--- src/rtl/fetch_pc_unit.sv ---
// Instruction-fetch front end: owns the fetch PC, issues single-outstanding word requests,
// and buffers epoch-tagged responses in a small FIFO toward decode.
module fetch_pc_unit #(
    parameter logic [31:0]  RESET_PC = 32'h0000_0000,
    parameter int unsigned  QDEPTH   = 2
) (
    input  logic        clk,
    input  logic        rst_n,
    input  logic        next_pc_src,
    input  logic [31:0] branch_target,
    output logic        imem_req_valid,
    input  logic        imem_req_ready,
    output logic [31:0] imem_req_addr,
    input  logic        imem_rsp_valid,
    input  logic [31:0] imem_rsp_data,
    output logic        inst_valid,
    input  logic        inst_ready,
    output logic [31:0] inst,
    output logic [31:0] inst_pc,
    output logic        misalign_err
);

    localparam int unsigned XLEN  = 32;
    localparam int unsigned PTR_W = (QDEPTH > 1) ? $clog2(QDEPTH) : 1;
    localparam int unsigned CNT_W = $clog2(QDEPTH + 1);

    typedef enum logic [1:0] {
        S_IDLE = 2'd0,
        S_REQ  = 2'd1,
        S_WAIT = 2'd2
    } state_t;

    state_t             state;
    state_t             state_next;

    logic [XLEN-1:0]    fetch_pc;
    logic [XLEN-1:0]    req_addr;
    logic               req_epoch;
    logic               epoch;
    logic               outstanding;

    logic [XLEN-1:0]    q_pc   [QDEPTH];
    logic [XLEN-1:0]    q_data [QDEPTH];
    logic [PTR_W-1:0]   head;
    logic [PTR_W-1:0]   tail;
    logic [CNT_W-1:0]   count;
    logic [CNT_W-1:0]   count_next;
    logic [CNT_W-1:0]   free;

    logic               redirect;
    logic [XLEN-1:0]    target_aligned;
    logic               pop;
    logic               push;
    logic               hs;
    logic               rsp_take;
    logic               latch;
    logic               pc_inc;
    logic [XLEN-1:0]    latch_addr;
    logic               latch_epoch;

    assign redirect       = next_pc_src;
    assign target_aligned = {branch_target[XLEN-1:2], 2'b00};
    assign inst_valid     = (count != '0);
    assign pop            = inst_valid && inst_ready;
    assign free           = CNT_W'(QDEPTH) - count - CNT_W'(outstanding);

    // A redirect in the same cycle as a new latch points the request at the new stream.
    assign latch_addr  = redirect ? target_aligned : fetch_pc;
    assign latch_epoch = redirect ? ~epoch : epoch;
    // A stale request completing after a redirect must not advance the new stream's PC.
    assign pc_inc      = hs && !redirect && (req_epoch == epoch);

    assign imem_req_valid = (state == S_REQ);
    assign imem_req_addr  = req_addr;
    assign inst           = q_data[head];
    assign inst_pc        = q_pc[head];

    always_ff @(posedge clk or negedge rst_n) begin
        if (!rst_n) begin
            state <= S_IDLE;
        end else begin
            state <= state_next;
        end
    end

    // Next-state, handshake and queue-occupancy decisions.
    always_comb begin
        state_next = state;
        latch      = 1'b0;
        hs         = 1'b0;
        rsp_take   = 1'b0;
        push       = 1'b0;
        count_next = count;
        case (state)
            S_IDLE: begin
                if ((free != '0) || redirect) begin
                    state_next = S_REQ;
                    latch      = 1'b1;
                end
            end
            S_REQ: begin
                if (imem_req_ready) begin
                    state_next = S_WAIT;
                    hs         = 1'b1;
                end
            end
            S_WAIT: begin
                if (imem_rsp_valid) begin
                    rsp_take = 1'b1;
                    push     = !redirect && (req_epoch == epoch);
                end
            end
            default: state_next = S_IDLE;
        endcase
        if (redirect) begin
            count_next = '0;
        end else begin
            count_next = count + CNT_W'(push) - CNT_W'(pop);
        end
        if (rsp_take) begin
            if (count_next != CNT_W'(QDEPTH)) begin
                state_next = S_REQ;
                latch      = 1'b1;
            end else begin
                state_next = S_IDLE;
            end
        end
    end

    always_ff @(posedge clk or negedge rst_n) begin
        if (!rst_n) begin
            fetch_pc     <= RESET_PC;
            req_addr     <= RESET_PC;
            req_epoch    <= 1'b0;
            epoch        <= 1'b0;
            outstanding  <= 1'b0;
            misalign_err <= 1'b0;
        end else begin
            if (redirect) begin
                fetch_pc <= target_aligned;
                epoch    <= ~epoch;
            end else if (pc_inc) begin
                fetch_pc <= fetch_pc + XLEN'(4);
            end
            if (latch) begin
                req_addr  <= latch_addr;
                req_epoch <= latch_epoch;
            end
            if (hs) begin
                outstanding <= 1'b1;
            end else if (rsp_take) begin
                outstanding <= 1'b0;
            end
            misalign_err <= redirect && (branch_target[1:0] != 2'b00);
        end
    end

    // Instruction FIFO; a redirect flushes it.
    always_ff @(posedge clk or negedge rst_n) begin
        if (!rst_n) begin
            head  <= '0;
            tail  <= '0;
            count <= '0;
            for (int i = 0; i < QDEPTH; i++) begin
                q_pc[i]   <= '0;
                q_data[i] <= '0;
            end
        end else if (redirect) begin
            head  <= '0;
            tail  <= '0;
            count <= '0;
        end else begin
            if (push) begin
                q_pc[tail]   <= req_addr;
                q_data[tail] <= imem_rsp_data;
                tail         <= tail + PTR_W'(1);
            end
            if (pop) begin
                head <= head + PTR_W'(1);
            end
            count <= count_next;
        end
    end

    push_when_full: assert property (@(posedge clk) disable iff (!rst_n)
        !(push && (count == CNT_W'(QDEPTH))));

endmodule
--- config.mk ---
export PLATFORM = sky130hd
export DESIGN_NAME = fetch_pc_unit
export DESIGN_NICKNAME = d
export VERILOG_FILES = /design/src/rtl/fetch_pc_unit.sv
export SDC_FILE = /design/constraint.sdc
export NUM_CORES = 1
export LEC_CHECK = 0
export CAP_MARGIN = 20
export CORE_ASPECT_RATIO = 0.8
export CORE_MARGIN = 8
export CORE_UTILIZATION = 40
export CTS_CLUSTER_DIAMETER = 200
export CTS_CLUSTER_SIZE = 25
export DETAILED_ROUTE_END_ITERATION = 7
export HOLD_SLACK_MARGIN = 0.06
export PLACE_DENSITY = 0.66
export RECOVER_POWER = 50
export SLEW_MARGIN = 40
export SYNTH_ARGS = -nofsm -noshare
export SYNTH_HDL_FRONTEND = slang
export SYNTH_SLANG_ARGS = --single-unit
--- constraint.sdc ---
create_clock -name clk -period 2.7 [get_ports clk]
set_input_delay 0.81 -clock clk [delete_from_list [all_inputs] [get_ports clk]]
set_output_delay 0.81 -clock clk [all_outputs]
set_load 0.1 [all_outputs]
==> flow_results.org, run 1 <==
** Timing
- On the final layout, the worst clock skew is 0.01075 ns.
- Worst relative slew slack :: -9.175%
- For the final routed database, the setup TNS stands at 0 ns.
- The final critical path takes up 97.61% of the cycle.
- Tightest Pin Transition :: 1.638 ns
- Across all setup checks in the final design, the least slack found is 0.06449 ns.
- Setup repair after global routing missed its margin :: false
- The number of slew-limit violations in the final report came to 65.
- Final hold viol count :: 0
- Fmax :: 379.4 MHz
- The smallest clock period supported by the final layout is computed as 2.636 ns.
- Setup violations remaining at the end of the flow were counted as 0.

** Route
- Dividing the detail-routed wire length by the instance count gives 17.94 um.
- Number of violations reported at the end of detailed-routing iteration 0 :: 328
- Post-detailed-route count of antenna-violating nets :: 0
- Number of DRC violations after detailed routing :: 0
- Routed Wire Length :: 22.05 mm
- For this block, the via count after detailed routing is 6207.
- After detailed routing, the number of vias per cell comes to 5.050.
- Before antenna repair, the detailed router went through 5 iterations.

** Setup path
- Arrival time of data at the critical path endpoint :: 1.83 ns
- In this run the critical register-to-register path is launched from epoch.
- In this run the worst path has a maximum fanout of 64.
- Reg2reg end :: imem_req_addr[31]
- Data required, critical path :: 1.89 ns
- The largest individual stage delay along the critical path comes from the cell sky130_fd_sc_hd__dfrtp_4.
- Number of cells on the worst reg-to-reg path :: 11
- Worst setup path category :: flip-flop to primary output
- Element type at the critical path start :: flip-flop
- The worst setup path is captured at a primary output.
- Among cell families on the critical path, the largest total delay comes from buffers and inverters.
- Critical path cell sequence :: buf_16 -> mux2_2 -> buf_12
- Together, buffers and inverters on the worst path number 2.
- CP peak stage delay :: 0.43 ns
- Across all register-to-register paths, the minimum setup slack is 0.09 ns.

** Yosys
- When the netlist entered floorplanning its net count stood at 791.
- Register bit total from synthesis :: 197
- Synth Cell Area :: 9046 um2
- Gate count after technology mapping :: 717
- Share of the yosys chip area belonging to registers :: 54.50%
- The average instance in the mapped netlist occupies 12.62 um2.
- Yosys warnings :: 0
- Yosys mapped a number of flops with a built-in enable equal to 0.
- The most used flip-flop cell after synthesis is sky130_fd_sc_hd__dfrtp_1.
- Leading cell types by total area after synthesis :: sky130_fd_sc_hd__dfrtp_1, sky130_fd_sc_hd__mux2_2, sky130_fd_sc_hd__o21ai_0, sky130_fd_sc_hd__nand2_1, sky130_fd_sc_hd__a21boi_0
- Of all cell types, the one taking the most synthesized area is sky130_fd_sc_hd__dfrtp_1.
- After synthesis, the netlist uses 52 different library cells.
- Area share of the leading cell type in the synthesized netlist :: 54.50%
- Fraction of registers with async set or reset after synthesis :: 100.0%

** Floorplanning
- Pin placement for this block handled 169 I/O pins.
- Starting utilization of the core area :: 40.54%
- Site Rows :: 49
- The die covers 27710 um2.
- After floorplanning, the core was sized to cover 22320 um2.
- From bottom edge to top edge, the die measures 150.5 um.
- Horizontal extent of the die :: 184.1 um

** Cells and area
- The post-route netlist has 41.21% of its cells at a drive strength greater than 1.
- Layout Nets :: 983
- Count of filler cells inserted in the layout :: 1902
- Most frequent cells in the layout :: sky130_fd_sc_hd__dfrtp_1, sky130_fd_sc_hd__mux2_2, sky130_fd_sc_hd__buf_12
- Layout area overhead :: 37.63%
- Area of all sequential standard cells :: 4933 um2
- Area of all placed cells without fillers :: 12450 um2
- Total area of multi-input combinational cells :: 3929 um2
- Most common cell after layout, fill and taps aside :: sky130_fd_sc_hd__dfrtp_1

** Worst hold path
- The path with the worst hold slack has its endpoint at q_pc[2].
- Min-Delay Path Class :: flip-flop to flip-flop
- Hold Startpoint :: q_pc[2]
- Along the worst hold path, the cell count comes to 1.

** Clocking
- In this run the deepest clock path goes through 2 buffers.
- Buffers inserted during post-CTS setup optimization :: 0
- After clock tree synthesis, the clock-pin slew on the worst setup and hold paths is 0.07 ns.
- In this run, post-CTS hold repair placed 0 buffers.
- The root buffer cell chosen for the clock tree is sky130_fd_sc_hd__clkbuf_16.
- Buffers inserted during clock tree synthesis total 17.
- At the later pin of the worst-skew pair, clock insertion delay measures 0.43 ns.
- CTS built an H-tree with a depth of 4.
- Counting every sink on the clock net gives 197.
- CTS tree :: done

** Placed design
- The placed instances occupy a cell area of 11970 um2.
- Worst setup slack after placement :: -0.7748 ns
- Port buffering added 168 buffers.
- HPWL reported at the end of detailed placement :: 15.92 mm
- Routability congestion estimate from global placement :: 0.8030

** Global routing
- The via count of the first global-routing pass is 6576.
- Grt total ovfl :: 0
- Largest net degree at the start of global routing :: 66
- Wire length of the first global-routing pass :: 36.00 mm
- Global routing usage summed across all routing layers :: 16.42%
- The initial antenna violation count is 2.

** Status
- The final reports fail on max-capacitance violations, max-slew violations.
- The run finished, with violations left.

** Run
- The tool flagged a number of max-cap violations equal to 1.
synthesized netlist by cell type, types with 3 or more instances:
cell type,instances
sky130_fd_sc_hd__mux2i_1,10
sky130_fd_sc_hd__nand2b_1,3
sky130_fd_sc_hd__nand4_1,8
sky130_fd_sc_hd__ha_1,4
sky130_fd_sc_hd__nor4_1,6
sky130_fd_sc_hd__o21ai_0,48
sky130_fd_sc_hd__a21oi_1,5
sky130_fd_sc_hd__nor3_1,5
sky130_fd_sc_hd__buf_1,4
sky130_fd_sc_hd__or2_2,3
sky130_fd_sc_hd__a211oi_1,6
sky130_fd_sc_hd__nor2_1,26
sky130_fd_sc_hd__inv_1,9
sky130_fd_sc_hd__xnor2_1,14
sky130_fd_sc_hd__and2_1,5
sky130_fd_sc_hd__buf_4,14
sky130_fd_sc_hd__nand2_1,61
sky130_fd_sc_hd__and3_1,3
sky130_fd_sc_hd__mux2_2,181
sky130_fd_sc_hd__a21boi_0,21
sky130_fd_sc_hd__dfrtp_1,197
sky130_fd_sc_hd__nand3_1,9
sky130_fd_sc_hd__clkbuf_1,17
sky130_fd_sc_hd__mux2_1,10
sky130_fd_sc_hd__buf_2,4
sky130_fd_sc_hd__xor2_1,9
area by class of cell:
cell class                 instances  area share [%]
antenna                            1         0.02010
clock buffer                      19           3.557
clock inverter                    13          0.9446
inverter                           9          0.2713
multi-input combinational        471           31.55
sequential                       197           39.62
tap                              306           3.075
timing repair buffer             213           20.95
per-stage QoR:
stage | util (%) | std cells | hold slack, ns
CTS | 56.31 | 1228 | 0.3632
floorplan | - | 717 | 0.4522
global placement | 53.63 | 1195 | 0.4628
finish | 55.79 | 1229 | 0.4894
global route | 55.78 | 1228 | 0.4960
detailed placement | 53.63 | 1195 | 0.4751
repair_timing:
item,4_1_cts,5_1_grt
cloned,1,0
gates resized for setup,8,2
endpoints found under the setup margin,33,14
pin swaps,1,1
kinds of logic (layout without fill, tap and decap cells):
logic type,Yosys count,after routing,synth area share [%]
AO/OA/AOI/OAI,91,91,6.030
XOR/XNOR,24,24,2.490
adder cells (fa/ha/maj),4,4,0.5533
buffers and inverters,49,254,2.794
flip-flops,197,197,54.50
multiplexers,202,202,25.05
other,0,1,0
AND/OR/NAND/NOR,150,150,8.589
how the worst max path moves through the flow:
stage               cells past startpoint           endpoint  slack (ns)      startpoint
finish                                  3        inst_pc[17]        0.06            head
detailed placement                     13   imem_req_addr[6]       -0.77  imem_rsp_valid
CTS                                     3            inst[6]        0.04            head
global route                            3            inst[6]       0.007            head
floorplan                              10  imem_req_addr[31]       -0.13  imem_rsp_valid
global placement                       12  imem_req_addr[31]       -0.68  imem_rsp_valid
routing by layer:
layer	up-vias	part of all wire, %	routed length, um	global-route usage, %
met2	136	46	10240	25.63
met1	3130	47	10380	22.71
li1	2923	-	-	-
met4	2	1.0	228	3.865
met3	16	5.3	1176	4.052
met5	-	0.059	13	0
registers in the layout, indices dropped and copies added (netlist names), 2 cells and up:
name / cells
q_pc: 62
count: 2
state: 2
fetch_pc: 30
q_data: 64
imem_req_addr: 31
Power of run 1 is left out: the tool's default activity adds up to more than one toggle a clock period on the data nets, which glitch-free logic cannot reach.
==> run 2: changes to the inputs <==
- CORE_MARGIN: 8 -> not set
- CORE_UTILIZATION: 40 -> 47
- MAX_ROUTING_LAYER: not set -> met4
- PLACE_DENSITY: 0.66 -> 0.76
==> run 2 against run 1 <==
First-iteration DRC count increased by 16%. The flow now finishes without violations. Die area decreased by 29%. Clock-buffer cell count decreased by 2. Clock skew decreased by 0.0032 ns. Sequential share of layout area decreased by 0.14 points. Setup slack improved by 0.016 ns. Worst hold slack improved by 0.0045 ns. Critical path type is now flip-flop to flip-flop. Fmax increased by 0.61%.
==> flow_results.org, run 2 (same netlist as run 1, synthesis figures left out) <==
** Timing
- Final critical-path required period :: 2.620 ns (-0.01593 ns)
- Worst relative slew slack :: 3.475% (+13 points)
- Final hold viol count :: 0 (unchanged)
- The fraction of the cycle the final worst path needs is 97.02% (-0.59 points).
- The maximum clock frequency came to 381.7 MHz (+0.61%).
- The worst clock skew is 0.007578 ns (-0.003176 ns).
- Setup-violating endpoint count in the final report :: 0 (unchanged)
- The number of slew-limit violations in the final report came to 0 (-100%).
- Setup repair after global routing could not meet its margin everywhere.
- Tightest Pin Transition :: 1.448 ns (-0.1897 ns)

** Floorplanning
- The count of boundary I/O pins came to 169 (unchanged).
- Site Rows :: 44 (-10%)
- Horizontal extent of the die :: 157.1 um (-15%)
- Chip Height :: 126.1 um (-16%)
- The initial core utilization was 48.90% (+8.4 points).
- The area of the die came to 19810 um2 (-29%).
- The core area is 18500 um2 (-17%).

** Placed design
- The last weighted congestion value of the routability-driven placer came to 0.8641 (+7.6%).
- Number of input and output port buffers inserted :: 168 (unchanged)
- HPWL reported at the end of detailed placement :: 14.48 mm (-9.1%)

** Setup path
- The cell depth of the worst flop-to-flop path came to 11 (unchanged).
- The worst setup path is launched from a flip-flop.
- Cell mode on critical path :: sky130_fd_sc_hd__ha_4
- STA classifies the critical path endpoint as a flip-flop.
- The endpoint identified for the worst register-to-register timing path is req_epoch.
- The worst register-to-register path begins at req_epoch.
- The longest individual stage delay on the worst path came to 0.41 ns (-0.02 ns).
- The highest fanout seen on the critical path came to 4 (-94%).
- Internal reg-to-reg setup slack :: 0.08 ns (about the same)
- Critical path cell sequence :: xor2_2 -> or3_4 -> nand2b_4 -> ha_4 -> inv_2 -> ha_4 -> xor3_1 -> nand3_2 -> a21oi_4 -> buf_6 -> mux2_4
- The data required time of the worst path is 3.02 ns (+1.13 ns).
- The largest individual stage delay along the critical path comes from the cell sky130_fd_sc_hd__dfrtp_1.
- Worst setup path category :: flip-flop to flip-flop
- The signal arrival time at the worst endpoint came to 2.94 ns (+1.11 ns).

** Route
- The number of detailed-route iterations in the first pass is 5 (unchanged).
- Number of DRC violations after detailed routing :: 0 (unchanged)
- The starting DRC count in detailed routing came to 380 (+16%).
- The routed wire length per instance came to 17.98 um (+0.22%).
- The ratio of routed vias to standard cells came to 5.386 (+6.6%).
- Post-detailed-route count of antenna-violating nets :: 0 (unchanged)
- Via total after detailed routing :: 6323 (+1.9%)
- The post-detailed-routing wire length was 21.11 mm (-4.3%).

** Clocking
- Clock-pin slew on the worst setup and hold paths :: 0.07 ns (about the same)
- The TritonCTS sink count came to 197 (unchanged).
- The maximum number of buffers from clock root to sink is 2 (unchanged).
- Number of buffers added by the clock tree synthesis step :: 17 (unchanged)
- Number of H-tree branching levels :: 4 (unchanged)
- Latest clock arrival within the worst-skew pair :: 0.43 ns (about the same)
- Clock tree synthesis selected as its root buffer the cell sky130_fd_sc_hd__clkbuf_16.
- TritonCTS built the clock tree.

** Cells and area
- Compared with the post-synthesis result, the final layout area differs by 38.05%.
- Layout Nets :: 981 (-0.20%)
- Leaving out fill and tap cells, the most frequent cell in the layout is sky130_fd_sc_hd__dfrtp_1.
- Share of post-route cells with drive strength above 1 :: 41.63% (+0.42 points)
- Most frequent cells in the layout :: sky130_fd_sc_hd__dfrtp_1, sky130_fd_sc_hd__mux2_2, sky130_fd_sc_hd__buf_12
- Final Core Density :: 67.51% (+12 points)
- Register bank with the most flops :: q_data
- The flip-flop count of the largest register, all copies and words added is 64 (unchanged).

** Worst hold path
- Min-Delay Path Class :: flip-flop to flip-flop
- Number of cells traversed by the worst hold path :: 1 (unchanged)
- The startpoint identified for the worst hold timing path is q_pc[51].
- The worst hold path terminates at q_pc[51].

** Global routing
- Via count of the first global-routing pass :: 6489 (-1.3%)
- Wire length of the first global-routing pass :: 34.24 mm (-4.9%)
- The global-route usage over all layers is 23.03% (+6.6 points).
- The initial antenna violation count came to 1 (-1).
- Grt total ovfl :: 0 (unchanged)
- The pin count of the biggest net entering global routing was 75 (+14%).

** Status
- Result of the run :: finished clean

** Run
- Max-Cap Viols :: 0 (-1)
-- run 2: timing repair --
action / CTS / global route
setup buffers: 6 / 1
pin swaps: 4 / 2
cloned: 1 / 1
hold buffers: 0 / 0
resized for setup: 16 / 0
setup endpoints to repair: 47 / 32
-- run 2: layout make-up --
| class | instances | area (um2) |
|---|---|---|
| Inverter | 9 | 33.78 |
| Clock buffer | 17 | 425.4 |
| Clock inverter | 15 | 140.1 |
| Tap cell | 253 | 316.6 |
| Fill cell | 1330 | 6010 |
| Timing Repair Buffer | 211 | 2686 |
| Multi-Input combinational cell | 471 | 3953 |
| Sequential cell | 197 | 4931 |
| Antenna cell | 1 | 2.502 |
-- run 2: stage by stage --
stage	instances	setup TNS, ns	hold WS (ns)	setup slack (ns)	cell area [um2]
global placement	1132	-59.75	0.4620	-0.6677	11800
finish	1174	0	0.4938	0.08043	12490
CTS	1171	-0.1010	0.2417	-0.04760	12480
global route	1174	-0.03822	0.5127	-0.01312	12490
floorplan	717	-3.724	0.4522	-0.1304	9130
detailed placement	1132	-67.46	0.4782	-0.7512	11800
-- run 2: how the worst max path moves through the flow --
stage,start,to,slack [ns],cells after the start
floorplan,imem_rsp_valid,imem_req_addr[31],-0.13,10
global placement,imem_rsp_valid,req_epoch,-0.67,12
detailed placement,imem_rsp_valid,imem_req_addr[17],-0.75,13
CTS,req_epoch,req_epoch,-0.05,11
global route,req_epoch,imem_req_addr[17],-0.01,13
finish,req_epoch,req_epoch,0.08,11
-- run 2: layer usage --
layer / up-vias / global-route usage (%) / share of wire (%)
li1: 2936 / - / -
met5: - / - / 0
met3: 11 / 4.577 / 4.7
met1: 3227 / 32.45 / 48
met2: 149 / 34.64 / 47
met4: 0 / 4.740 / 0.70
-- run 2: worst max-delay path: cells and delay by family (launching register included) --
| family | cells | cell delay [ns] |
|---|---|---|
| xor gates and xnor gates | 2 | 0.41 |
| DFF | 1 | 0.41 |
| muxes | 1 | 0.30 |
| buffers and inverters | 2 | 0.20 |
| adders and majority gates | 2 | 0.40 |
| and+or+nand+nor | 3 | 0.60 |
| AOI/OAI and AO/OA | 1 | 0.18 |
Power of run 2 is left out for the same reason.
